## src/rtl/fp_addsub_result_buffer.sv

```systemverilog
// Result buffer behind the FP add/sub unit: classifies each accepted result word,
// queues it in a small FIFO, and keeps sticky exception flags plus a popped-result count.
module fp_addsub_result_buffer #(
  parameter int WIDTH     = 32,
  parameter int EXP_BITS  = 8,
  parameter int MANT_BITS = 23,
  parameter int DEPTH     = 4,
  parameter int CNT_W     = 16,
  localparam int AW       = $clog2(DEPTH),
  localparam int LVL_W    = $clog2(DEPTH) + 1
) (
  input  logic             clk,
  input  logic             rst_n,
  input  logic             in_valid,
  output logic             in_ready,
  input  logic [WIDTH-1:0] in_result,
  input  logic             in_op,
  output logic             out_valid,
  input  logic             out_ready,
  output logic [WIDTH-1:0] out_result,
  output logic             out_op,
  output logic             out_sign,
  output logic [2:0]       out_class,
  output logic [LVL_W-1:0] level,
  output logic             flag_nan,
  output logic             flag_inf,
  output logic             flag_denorm,
  input  logic             flags_clr,
  output logic [CNT_W-1:0] result_cnt
);

  typedef enum logic [2:0] {
    CLS_ZERO   = 3'd0,
    CLS_DENORM = 3'd1,
    CLS_NORMAL = 3'd2,
    CLS_INF    = 3'd3,
    CLS_QNAN   = 3'd4,
    CLS_SNAN   = 3'd5
  } fp_class_e;

  logic [WIDTH-1:0] data_mem  [DEPTH];
  logic             op_mem    [DEPTH];
  logic             sign_mem  [DEPTH];
  fp_class_e        class_mem [DEPTH];

  logic [AW-1:0] wr_ptr;
  logic [AW-1:0] rd_ptr;
  logic          push;
  logic          pop;
  fp_class_e     in_class;

  function automatic fp_class_e classify(input logic [WIDTH-1:0] w);
    logic [EXP_BITS-1:0]  e;
    logic [MANT_BITS-1:0] m;
    e = w[WIDTH-2 -: EXP_BITS];
    m = w[MANT_BITS-1:0];
    if (e == '0)                 return (m == '0) ? CLS_ZERO : CLS_DENORM;
    else if (e != '1)            return CLS_NORMAL;
    else if (m == '0)            return CLS_INF;
    else if (m[MANT_BITS-1])     return CLS_QNAN;
    else                         return CLS_SNAN;
  endfunction

  assign in_class  = classify(in_result);
  assign in_ready  = (level != LVL_W'(DEPTH));
  assign out_valid = (level != '0);
  assign push      = in_valid & in_ready;
  assign pop       = out_valid & out_ready;

  // Head fields are forced to zero while empty so stale storage never leaks out.
  assign out_result = out_valid ? data_mem[rd_ptr]  : '0;
  assign out_op     = out_valid ? op_mem[rd_ptr]    : 1'b0;
  assign out_sign   = out_valid ? sign_mem[rd_ptr]  : 1'b0;
  assign out_class  = out_valid ? class_mem[rd_ptr] : 3'd0;

  always_ff @(posedge clk) begin
    if (push) begin
      data_mem[wr_ptr]  <= in_result;
      op_mem[wr_ptr]    <= in_op;
      sign_mem[wr_ptr]  <= in_result[WIDTH-1];
      class_mem[wr_ptr] <= in_class;
    end
  end

  always_ff @(posedge clk or negedge rst_n) begin
    if (!rst_n) begin
      wr_ptr <= '0;
      rd_ptr <= '0;
      level  <= '0;
    end else begin
      if (push) wr_ptr <= wr_ptr + AW'(1);
      if (pop)  rd_ptr <= rd_ptr + AW'(1);
      case ({push, pop})
        2'b10:   level <= level + LVL_W'(1);
        2'b01:   level <= level - LVL_W'(1);
        default: level <= level;
      endcase
    end
  end

  // A flag being set by this cycle's push takes priority over a clear request.
  always_ff @(posedge clk or negedge rst_n) begin
    if (!rst_n) begin
      flag_nan    <= 1'b0;
      flag_inf    <= 1'b0;
      flag_denorm <= 1'b0;
    end else begin
      if (push && (in_class == CLS_QNAN || in_class == CLS_SNAN)) flag_nan <= 1'b1;
      else if (flags_clr)                                       flag_nan <= 1'b0;
      if (push && in_class == CLS_INF)    flag_inf <= 1'b1;
      else if (flags_clr)                 flag_inf <= 1'b0;
      if (push && in_class == CLS_DENORM) flag_denorm <= 1'b1;
      else if (flags_clr)                 flag_denorm <= 1'b0;
    end
  end

  always_ff @(posedge clk or negedge rst_n) begin
    if (!rst_n) begin
      result_cnt <= '0;
    end else if (pop && result_cnt != '1) begin
      result_cnt <= result_cnt + CNT_W'(1);
    end
  end

endmodule
```

## config.mk

```make
export PLATFORM = sky130hd
export DESIGN_NAME = fp_addsub_result_buffer
export DESIGN_NICKNAME = d
export VERILOG_FILES = /design/src/rtl/fp_addsub_result_buffer.sv
export SDC_FILE = /design/constraint.sdc
export NUM_CORES = 1
export LEC_CHECK = 0
export CAP_MARGIN = 20
export CORE_MARGIN = 8
export CORE_UTILIZATION = 25
export CTS_CLUSTER_DIAMETER = 120
export DETAILED_ROUTE_END_ITERATION = 7
export SLEW_MARGIN = 5
export SYNTH_ARGS = -nofsm -noshare
export SYNTH_HDL_FRONTEND = slang
export SYNTH_SLANG_ARGS = --single-unit
```

## constraint.sdc

```tcl
create_clock -name clk -period 3 [get_ports clk]
set_input_delay 0.45 -clock clk [delete_from_list [all_inputs] [get_ports clk]]
set_output_delay 0.45 -clock clk [all_outputs]
set_load 0.01 [all_outputs]
```

==> results.md <==
* Syn nets at 417
* RSZ-0062 raised after global routing: false
* Die Width at 183 um
* Crit-path max cell delay at 0.55 ns
* Residual DRC at 0
* Critical Setup Path Class: reg2out
* WP buf/inv at 2
* CTS max path bufs at 2
* Post-CTS Hold Buffers at 0
* Switching pwr at 0.00255 W
* Number of cells on the critical path at 4
* Pint at 0.00604 W
* CTS tree: done
* DRT antenna net count at 0
* Initial Utilization at 25.3%
* Diodes inserted at 0
* Root buffer cell: clkbuf_16
* Routed Wire Length at 15500 um
* Routability cong. at 0.772
* Post-CTS Setup Repair Bufs at 0
* Comb pwr share at 36.5%
* Worst-Margin Slew at 0.754 ns
* Min Tclk post-route at 2.79 ns
* Layout Skew at 0.00781 ns
* Top-count cell post-synth: edfxtp_1
* Post-synth EDFFs at 144
* Worst R2R Start: level[0]
* GRT Util Overall at 9.36%
* Ys async rst share at 15.3%
* Post-Place Cells at 842
* DR iter-0 viols at 178
* Share of the yosys chip area belonging to registers at 71.1%
* Vias in the first global route at 4133
* Max cap viols at 0
* Worst skew pair latency at 0.42 ns
* CP delay by family, top: buffers and inverters
* Num CTS Buffers at 17
* Post-route cell area at 9070 sq um
* Final hold vios at 0
* Critical Path RT at 2.55 ns
* Worst VDD drop at 0.000395 V
* #FFs+latches synth at 170
* Ports at 99
* CORE AREA at 27700 sq um
* Row count at 61
* LEAKAGE at 3.07 nW
* Antenna violations before repair at 0
* R2R cell count at 9
* Port-buffer cells at 98
* DR vias/cell at 4.23
* Max Freq at 358 MHz
* Startpoint Class: register
* Clock share of power at 25.0%
* Clk pin slew, worst setup/hold paths at 0.06 ns
* Finished Layout Cells at 874
* Estimated wirelength of the detail-placed design at 10000 um
* Post-synthesis cell count at 372
* Hold crit path type: in2async
* Cell Chain, Critical Path: or3_1, buf_4, and2_1, clkdlybuf4s50_1
* Post-synth top cells: edfxtp_1, and2_1, mux4_2
* Most used DFF post-synth: edfxtp_1
* CP Launch Point: level[2]
* Outcome: complete, no violations
* Synth Warn # at 0
* Slew Limit Fails at 0
* Synth unique cells at 43
* Synth top area cells: edfxtp_1, mux4_2, dfrtp_1, and2_1, xor2_1
* Nets at 528
* Layout cells sized above 1 at 19.4%
* Worst R2R Setup Slack at 0.86 ns
* Gr ovfl total at 0
* Full die area at 33600 sq um
* CP endpoint kind: primary output
* Number of fill cells at 2628
* Initial DRT Pass Iterations at 6
* Relative slew slack at 49.5%
* Fin crit share at 93.2%
* Largest net degree at the start of global routing at 38
* Layout Area Growth over Synthesis at 29.6%
* Pwr Density at 946 nW/um^2
* Share of the synthesized area in the top cell type at 61.8%
* Worst-path maximum fanout at 37
* Final setup TNS at 0 ns
* Clock Sinks at 170
* Placed Area at 8490 sq um
* Mapped Area at 7000 sq um
* Via count at 3699
* Critical path arrival at 2.34 ns
* Seq pwr share at 38.5%
* Drt wl/cell at 17.7 um
* Min Hold Slack at 0.461 ns
* Yosys top cell by area: edfxtp_1
* First-pass GRT wire length at 23800 um
* CTS resizes at 0
* H-tree levels at 4
* Final core utilization at 32.7%
* Switching share of power at 29.7%
* Syn Area/Cell at 18.8 sq um
* Die height at 183 um
* Slowest-stage cell, CP: clkdlybuf4s50_1
* # setup viols final at 0
## registers in the layout, summed over array words and instances, names as in the netlist
signal and cells:
flag_nan 1, rd_ptr 2, level 3, class_mem 12
wr_ptr 2, op_mem 4, result_cnt 16, data_mem 128
flag_denorm 1, flag_inf 1
## cell usage in the layout, fill, tap and decap left out, types with 7 or more instances in the layout
cell type	instances
edfxtp_1	144
dfrtp_1	24
inv_1	11
xor2_1	16
and2_1	37
nand2_1	10
mux4_2	36
clkbuf_16	17
clkdlybuf4s50_1	98
nor4_1	7
## logic make-up (layout without fill, tap and decap cells)
logic type | after synthesis | count (layout) | synth area share [%]
compound gates | 14 | 14 | 1.57
xor+xnor | 21 | 21 | 2.63
fa+ha+maj | 7 | 7 | 1.36
buf+inv | 26 | 150 | 2.15
flops | 170 | 170 | 71.1
mux | 38 | 38 | 11.9
simple gates | 96 | 96 | 9.26
## per-stage QoR
step | total power, W | setup slack (ns)
floorplan | 0.00503 | 0.828
global placement | 0.00652 | 0.591
detailed placement | 0.00659 | 0.490
CTS | 0.00877 | 0.170
global route | 0.00904 | 0.118
finish | 0.00858 | 0.205
## path summary, 6_finish.rpt
path	end
max	out_class[0]
min	result_cnt[5]
max reg2reg	level[2]
min reg2reg	result_cnt[0]
max in group asynchronous	rd_ptr[1]
min in group clk	result_cnt[0]
## power by group through the flow
stage	clock network (W)	logic (W)	registers [W]
floorplan	0	0.00174	0.00329
global placement	0	0.00320	0.00332
detailed placement	0	0.00323	0.00336
CTS	0.00221	0.00325	0.00331
global route	0.00230	0.00339	0.00335
finish	0.00215	0.00313	0.00330
## layer usage
layer / GRT usage [%] / wire [um] / vias up
met5: 0 / 0 / -
met1: 11.2 / 6750 / 1919
met3: 3.15 / 797 / 12
li1: - / - / 1677
met2: 15.7 / 7720 / 91
met4: 2.77 / 194 / 0
## layout make-up
type / instances / area, sq um / share of cell area, %
clock buffer: 18 / 429 / 4.73
clock inverter: 14 / 146 / 1.61
tap: 378 / 473 / 5.22
timing repair buffer: 107 / 1120 / 12.4
inverter: 11 / 41.3 / 0.455
sequential: 170 / 4980 / 54.9
multi-input combinational: 176 / 1880 / 20.7
No activity file was read; power rests on OpenSTA's default activity.
==> edit 1, RTL diff (same flow settings) <==
`EXP_BITS`: 8 -> 6.
--- a/src/rtl/fp_addsub_result_buffer.sv
+++ b/src/rtl/fp_addsub_result_buffer.sv
@@ -3,5 +3,5 @@
 module fp_addsub_result_buffer #(
   parameter int WIDTH     = 32,
-  parameter int EXP_BITS  = 8,
+  parameter int EXP_BITS  = 6,
   parameter int MANT_BITS = 23,
   parameter int DEPTH     = 4,
Function: changed (Yosys sat finds a counterexample within 4 cycles, from zero or initial values and one cycle with rst_n low).
==> edit 1 against the original RTL <==
- clock skew grew 4.4 ps
- combinational power grew 3%
- via count shrank 0.59%
- highest routed layer is now met5
- fmax shrank 1.6%
- final area shrank 0.59%
- die area shrank 0.76%
- routed wire length grew 1.5%
- hold slack lost 61 ps
- largest cell class unchanged
- critical endpoint is now out_class[2]
- synthesized area shrank 0.84%
- power grew 0.45%
- sequential share of layout area grew 0.33 points
- worst setup slack lost 45 ps
- sequential cell count is the same
==> edit 1: results (changes against the original RTL) <==
Post-DP Area 8450 um2 (-0.55%); drt pass-1 iters 4 (-2); placed insts 838 (-0.48%); pre-CTS setup slack 536 ps (+46.4 ps); yosys warns 0 (unchanged); Port Buffer Count 98 (unchanged); Total GRT Usage 0.0967 (+0.00313); ratio of cells with drive above 1 in the final layout 0.195 (+0.00157); Clock Path Buffers 2 (unchanged); minimum clock period after layout 2840 ps (+45.1 ps); Seq/Total Area, Yosys 0.717 (+0.00602); most frequent cells after synthesis edfxtp_1 (144), and2_1 (38), mux4_2 (36); Regs by FF count data_mem: 128 flops, result_cnt: 16 flops, class_mem: 12 flops; asr flop ratio synth 0.153 (unchanged); Mapped Nets 412 (-1.2%); fin cells 870 (-0.46%); Via-to-Cell Ratio 4.23 (-0.14%); EDFF count, synth 144 (unchanged); post-synthesis adder-cell area fraction 0.0137 (+0.000115); Distinct cells, synth 39 (-9.3%); Min-Delay Path Class in2async; Sw Ratio 0.302 (+0.00504); Initial DRC Count 205 (+15%); slowest CP cell mux4_2; leakage 3.03 nW (-1.2%); initial antenna violation count 2 (+2); first-pass GRT wire length 24,200 um (+1.9%); Mapped Cells 367 (-1.3%); Seq. cell area 4980 um2 (unchanged); GPL Wtd Cong 0.760 (-1.5%); HPWL Detailed 10,400 um (+4.0%); synth top area cells edfxtp_1 (62%), mux4_2 (12%), dfrtp_1 (9.4%); vias in the first global route 4,136 (+0.073%); Inserted Clock Buffers 17 (unchanged); Worst Path Max Fanout 36 (-2.7%); skew final 12.2 ps (+4.40 ps); # fillers 2,658 (+1.1%); final WL 15,700 um (+1.5%); Final nets 524 (-0.76%); worst reg-to-reg setup slack 760 ps (-100 ps); status completed; post-synthesis compound-gate area fraction 0.0173 (+0.00158); mux cell area share after synthesis 0.122 (+0.00263); hold slack 400 ps (-60.6 ps); Max VDD drop 0.000471 V (+19%); ANT cells 0 (unchanged); post-CTS sizing 0 (unchanged); post-synthesis xor/xnor area fraction 0.0265 (+0.000223); root buf cell clkbuf_16; R2R cell count 8 (-1); WP data arrival 2390 ps (+50 ps); Slew @ Worst Pin 507 ps (-247 ps)
edit 1: final timing paths:
check	start	to
max in group asynchronous	rst_n	rd_ptr[1]$_DFFE_PN0P_
worst max-delay path	rd_ptr[0]$_DFFE_PN0P_	out_class[2]
worst min-delay path	rst_n	result_cnt[6]$_DFFE_PN0P_
min in group clk	result_cnt[15]$_DFFE_PN0P_	result_cnt[15]$_DFFE_PN0P_
worst max register to register	level[2]$_DFFE_PN0P_	level[2]$_DFFE_PN0P_
worst min register to register	result_cnt[15]$_DFFE_PN0P_	result_cnt[15]$_DFFE_PN0P_
edit 1: worst register-to-register path, cell delays in order (launching register included):
cell and delay (ps):
dfrtp_1 450, inv_1 140, o31ai_4 450, ha_1 260
inv_1 70, fa_1 370, xor2_1 150, nor2_1 120
xnor2_1 150
edit 1: power by group through the flow:
stage	registers [mW]	logic (mW)	clock network (mW)
after floorplan	3.31	1.75	0
after CTS	3.32	3.32	2.16
after global placement	3.33	3.26	0
after global routing	3.37	3.48	2.25
final	3.31	3.21	2.10
after detailed placement	3.36	3.31	0
edit 1: per-layer routing:
| metal | track usage | wire (um) | vias up |
|---|---|---|---|
| met5 | 0 | 27 | - |
| met3 | 0.0368 | 1030 | 11 |
| li1 | - | - | 1669 |
| met1 | 0.115 | 6810 | 1919 |
| met4 | 0.0272 | 110 | 4 |
| met2 | 0.161 | 7710 | 74 |
edit 1: final cells by class:
type	instances	area share
flip-flops and latches	170	0.552
multi-input cells	172	0.203
repair buffers	108	0.125
well taps	378	0.0525
clock buffers	19	0.0480
clock inverters	13	0.0150
inverters	10	0.00416
edit 1: kinds of logic (layout without fill, tap and decap cells):
logic type / Yosys count / after routing
buffers and inverters: 25 / 150
AOI/OAI and AO/OA: 15 / 15
adders and majority gates: 7 / 7
and+or+nand+nor: 90 / 90
xor gates and xnor gates: 21 / 21
muxes: 39 / 39
DFF: 170 / 170
==> edit 2, RTL diff (config.mk and constraints unchanged) <==
Made on the original files. Make the reset (`rst_n`) synchronous in 3 clocked blocks.
--- a/src/rtl/fp_addsub_result_buffer.sv
+++ b/src/rtl/fp_addsub_result_buffer.sv
@@ -83,5 +83,5 @@
   end
 
-  always_ff @(posedge clk or negedge rst_n) begin
+  always_ff @(posedge clk) begin
     if (!rst_n) begin
       wr_ptr <= '0;
@@ -100,5 +100,5 @@
 
   // A flag being set by this cycle's push takes priority over a clear request.
-  always_ff @(posedge clk or negedge rst_n) begin
+  always_ff @(posedge clk) begin
     if (!rst_n) begin
       flag_nan    <= 1'b0;
@@ -115,5 +115,5 @@
   end
 
-  always_ff @(posedge clk or negedge rst_n) begin
+  always_ff @(posedge clk) begin
     if (!rst_n) begin
       result_cnt <= '0;
Function: differs if rst_n is asserted again (counterexample within 4 cycles, from zero or initial values and one cycle with rst_n low); with rst_n held inactive, the same outputs for 4 cycles.
==> edit 2 against the original RTL <==
- power fell by 14%
- sequential cell count grew 2
- synthesized area down 0.63%
- worst setup slack better by 19 ps
- critical endpoint is now out_result[1]
- routed wire length increased by 1.3%
- hold slack better by 29 ps
- clock skew is 4.9 ps higher
- synthesized cell count increased by 8.3%
- critical path depth stayed put
- via count rose by 5.3%
- global-route usage up 0.29 points
- final area shrank 0.26%
==> edit 2: results (changes against the original RTL) <==
Total GRT Usage 0.0964 (+0.00285); # fillers 2,625 (-0.11%); placed insts 871 (+3.4%); max incr delay on CP 520 ps (-30 ps); WP data arrival 2330 ps; first-pass GRT wire length 24,500 um (+2.9%); skew final 12.8 ps (+4.95 ps); Worst R2R Start level[2]$_SDFFE_PN0P_; status completed; Final nets 557 (+5.5%); R2R cell count 9 (unchanged); yosys warns 0 (unchanged); leakage 2.83 nW (-7.9%); root buf cell clkbuf_16; vias in the first global route 4,289 (+3.8%); detailed-route via count 3,896 (+5.3%); CTS H-Tree Depth 4 (unchanged); ratio of cells with drive above 1 in the final layout 0.168 (-0.0259); hold depth 2; HPWL Detailed 10,400 um (+4.1%); post-CTS sizing 0 (unchanged); Initial DRC Count 190 (+6.7%); slowest CP cell mux4_2; drt pass-1 iters 4 (-2); final WL 15,700 um (+1.3%); asr flop ratio synth 0 (-0.153); Distinct cells, synth 47 (+9.3%); GPL Wtd Cong 0.773 (+0.12%); Clock Path Buffers 2 (unchanged); worst reg-to-reg setup slack 370 ps (-490 ps); Worst Path Max Fanout 19 (-49%); Slew Limit Headroom 0.437 (-0.0577); Seq/Total Area, Yosys 0.702 (-0.00848); largest net degree at the start of global routing 38 (unchanged); Port Buffer Count 98 (unchanged); Mapped Cells 403 (+8.3%); reg-to-reg endpoint level[2]$_SDFFE_PN0P_; post-CTS setup repair buffer count 0 (unchanged); most frequent cells after synthesis edfxtp_1 (144), and2_1 (37), mux4_2 (36); Max VDD drop 0.000386 V (-2.1%); wire length per cell 17.3 um (-2.0%); synth top area cells edfxtp_1 (62%), mux4_2 (12%), dfxtp_1 (8.1%); Min-Delay Path Class reg2reg; Mapped Nets 448 (+7.4%); ANT cells 0 (unchanged); Hold Path End result_cnt[10]$_SDFFE_PN0P_
-- edit 2: cell types whose count changed in the layout (fill, tap and decap cells not counted), sizes merged, moves of 5 or more --
cell | before | now
a21oi | 5 | 11
nor2 | 5 | 10
xor2 | 16 | 3
nand2 | 10 | 16
and2 | 42 | 37
o31ai | 0 | 5
nor3 | 6 | 1
or4 | 0 | 5
nand2b | 0 | 5
mux2i | 1 | 6
dfrtp | 26 | 0
dfxtp | 0 | 28
-- edit 2: kinds of logic (layout without fill, tap and decap cells) --
logic type                 after synthesis  after routing  synth area share
AOI/OAI and AO/OA                       35             35            0.0363
buffers and inverters                   27            149            0.0173
adders and majority gates                7              7            0.0137
muxes                                   42             42             0.125
and+or+nand+nor                        115            115            0.0988
xor gates and xnor gates                 5              5           0.00630
DFF                                    172            172             0.702
-- edit 2: per-layer routing --
| layer | vias up | part of all wire | track usage |
|---|---|---|---|
| met5 | - | 0 | 0 |
| met2 | 104 | 0.51 | 0.172 |
| met1 | 1957 | 0.41 | 0.108 |
| met3 | 8 | 0.070 | 0.0366 |
| met4 | 0 | 0.0075 | 0.0224 |
| li1 | 1827 | - | - |
-- edit 2: tightest hold or removal path, delay by kind of cell, from the launching register on --
family / cells / cell delay, ps
and+or+nand+nor: 1 / 60
DFF: 1 / 330
muxes: 1 / 50
-- edit 2: cell type report --
class                      instances  area [um2]  area share
clock buffer                      17         425      0.0470
clock inverter                    15         174      0.0192
inverter                           8        30.0     0.00332
multi-input combinational        204        1950       0.216
sequential                       172        4890       0.540
tap                              378         473      0.0523
timing repair buffer             109        1100       0.122
-- edit 2: stage by stage --
step	power, mW	hold WS [ps]	instance area, um2
3_5_place_dp	5.41	478	8450
4_1_cts	7.57	492	9040
5_1_grt	7.81	524	9040
6_report	7.40	490	9040
2_1_floorplan	4.22	469	6950
3_3_place_gp	5.36	461	8450
-- edit 2: worst max-delay path by stage --
stage	from	endpoint	slack [ps]	cells after the start
after floorplan	level[2]$_SDFFE_PN0P_	level[2]$_SDFFE_PN0P_	550	9
after global placement	in_valid	level[2]$_SDFFE_PN0P_	480	9
after detailed placement	in_valid	level[2]$_SDFFE_PN0P_	370	9
after CTS	register	out_result[6]	160	4
after global routing	register	out_result[1]	80	4
final	register	out_result[1]	220	4
-- edit 2: report_power, final --
group	total (mW)	leakage [nW]	switching [mW]	internal [mW]
Sequential	2.96	1.55	0.121	2.84
Clock	2.13	0.284	1.01	1.12
Combinational	2.30	0.992	1.03	1.27
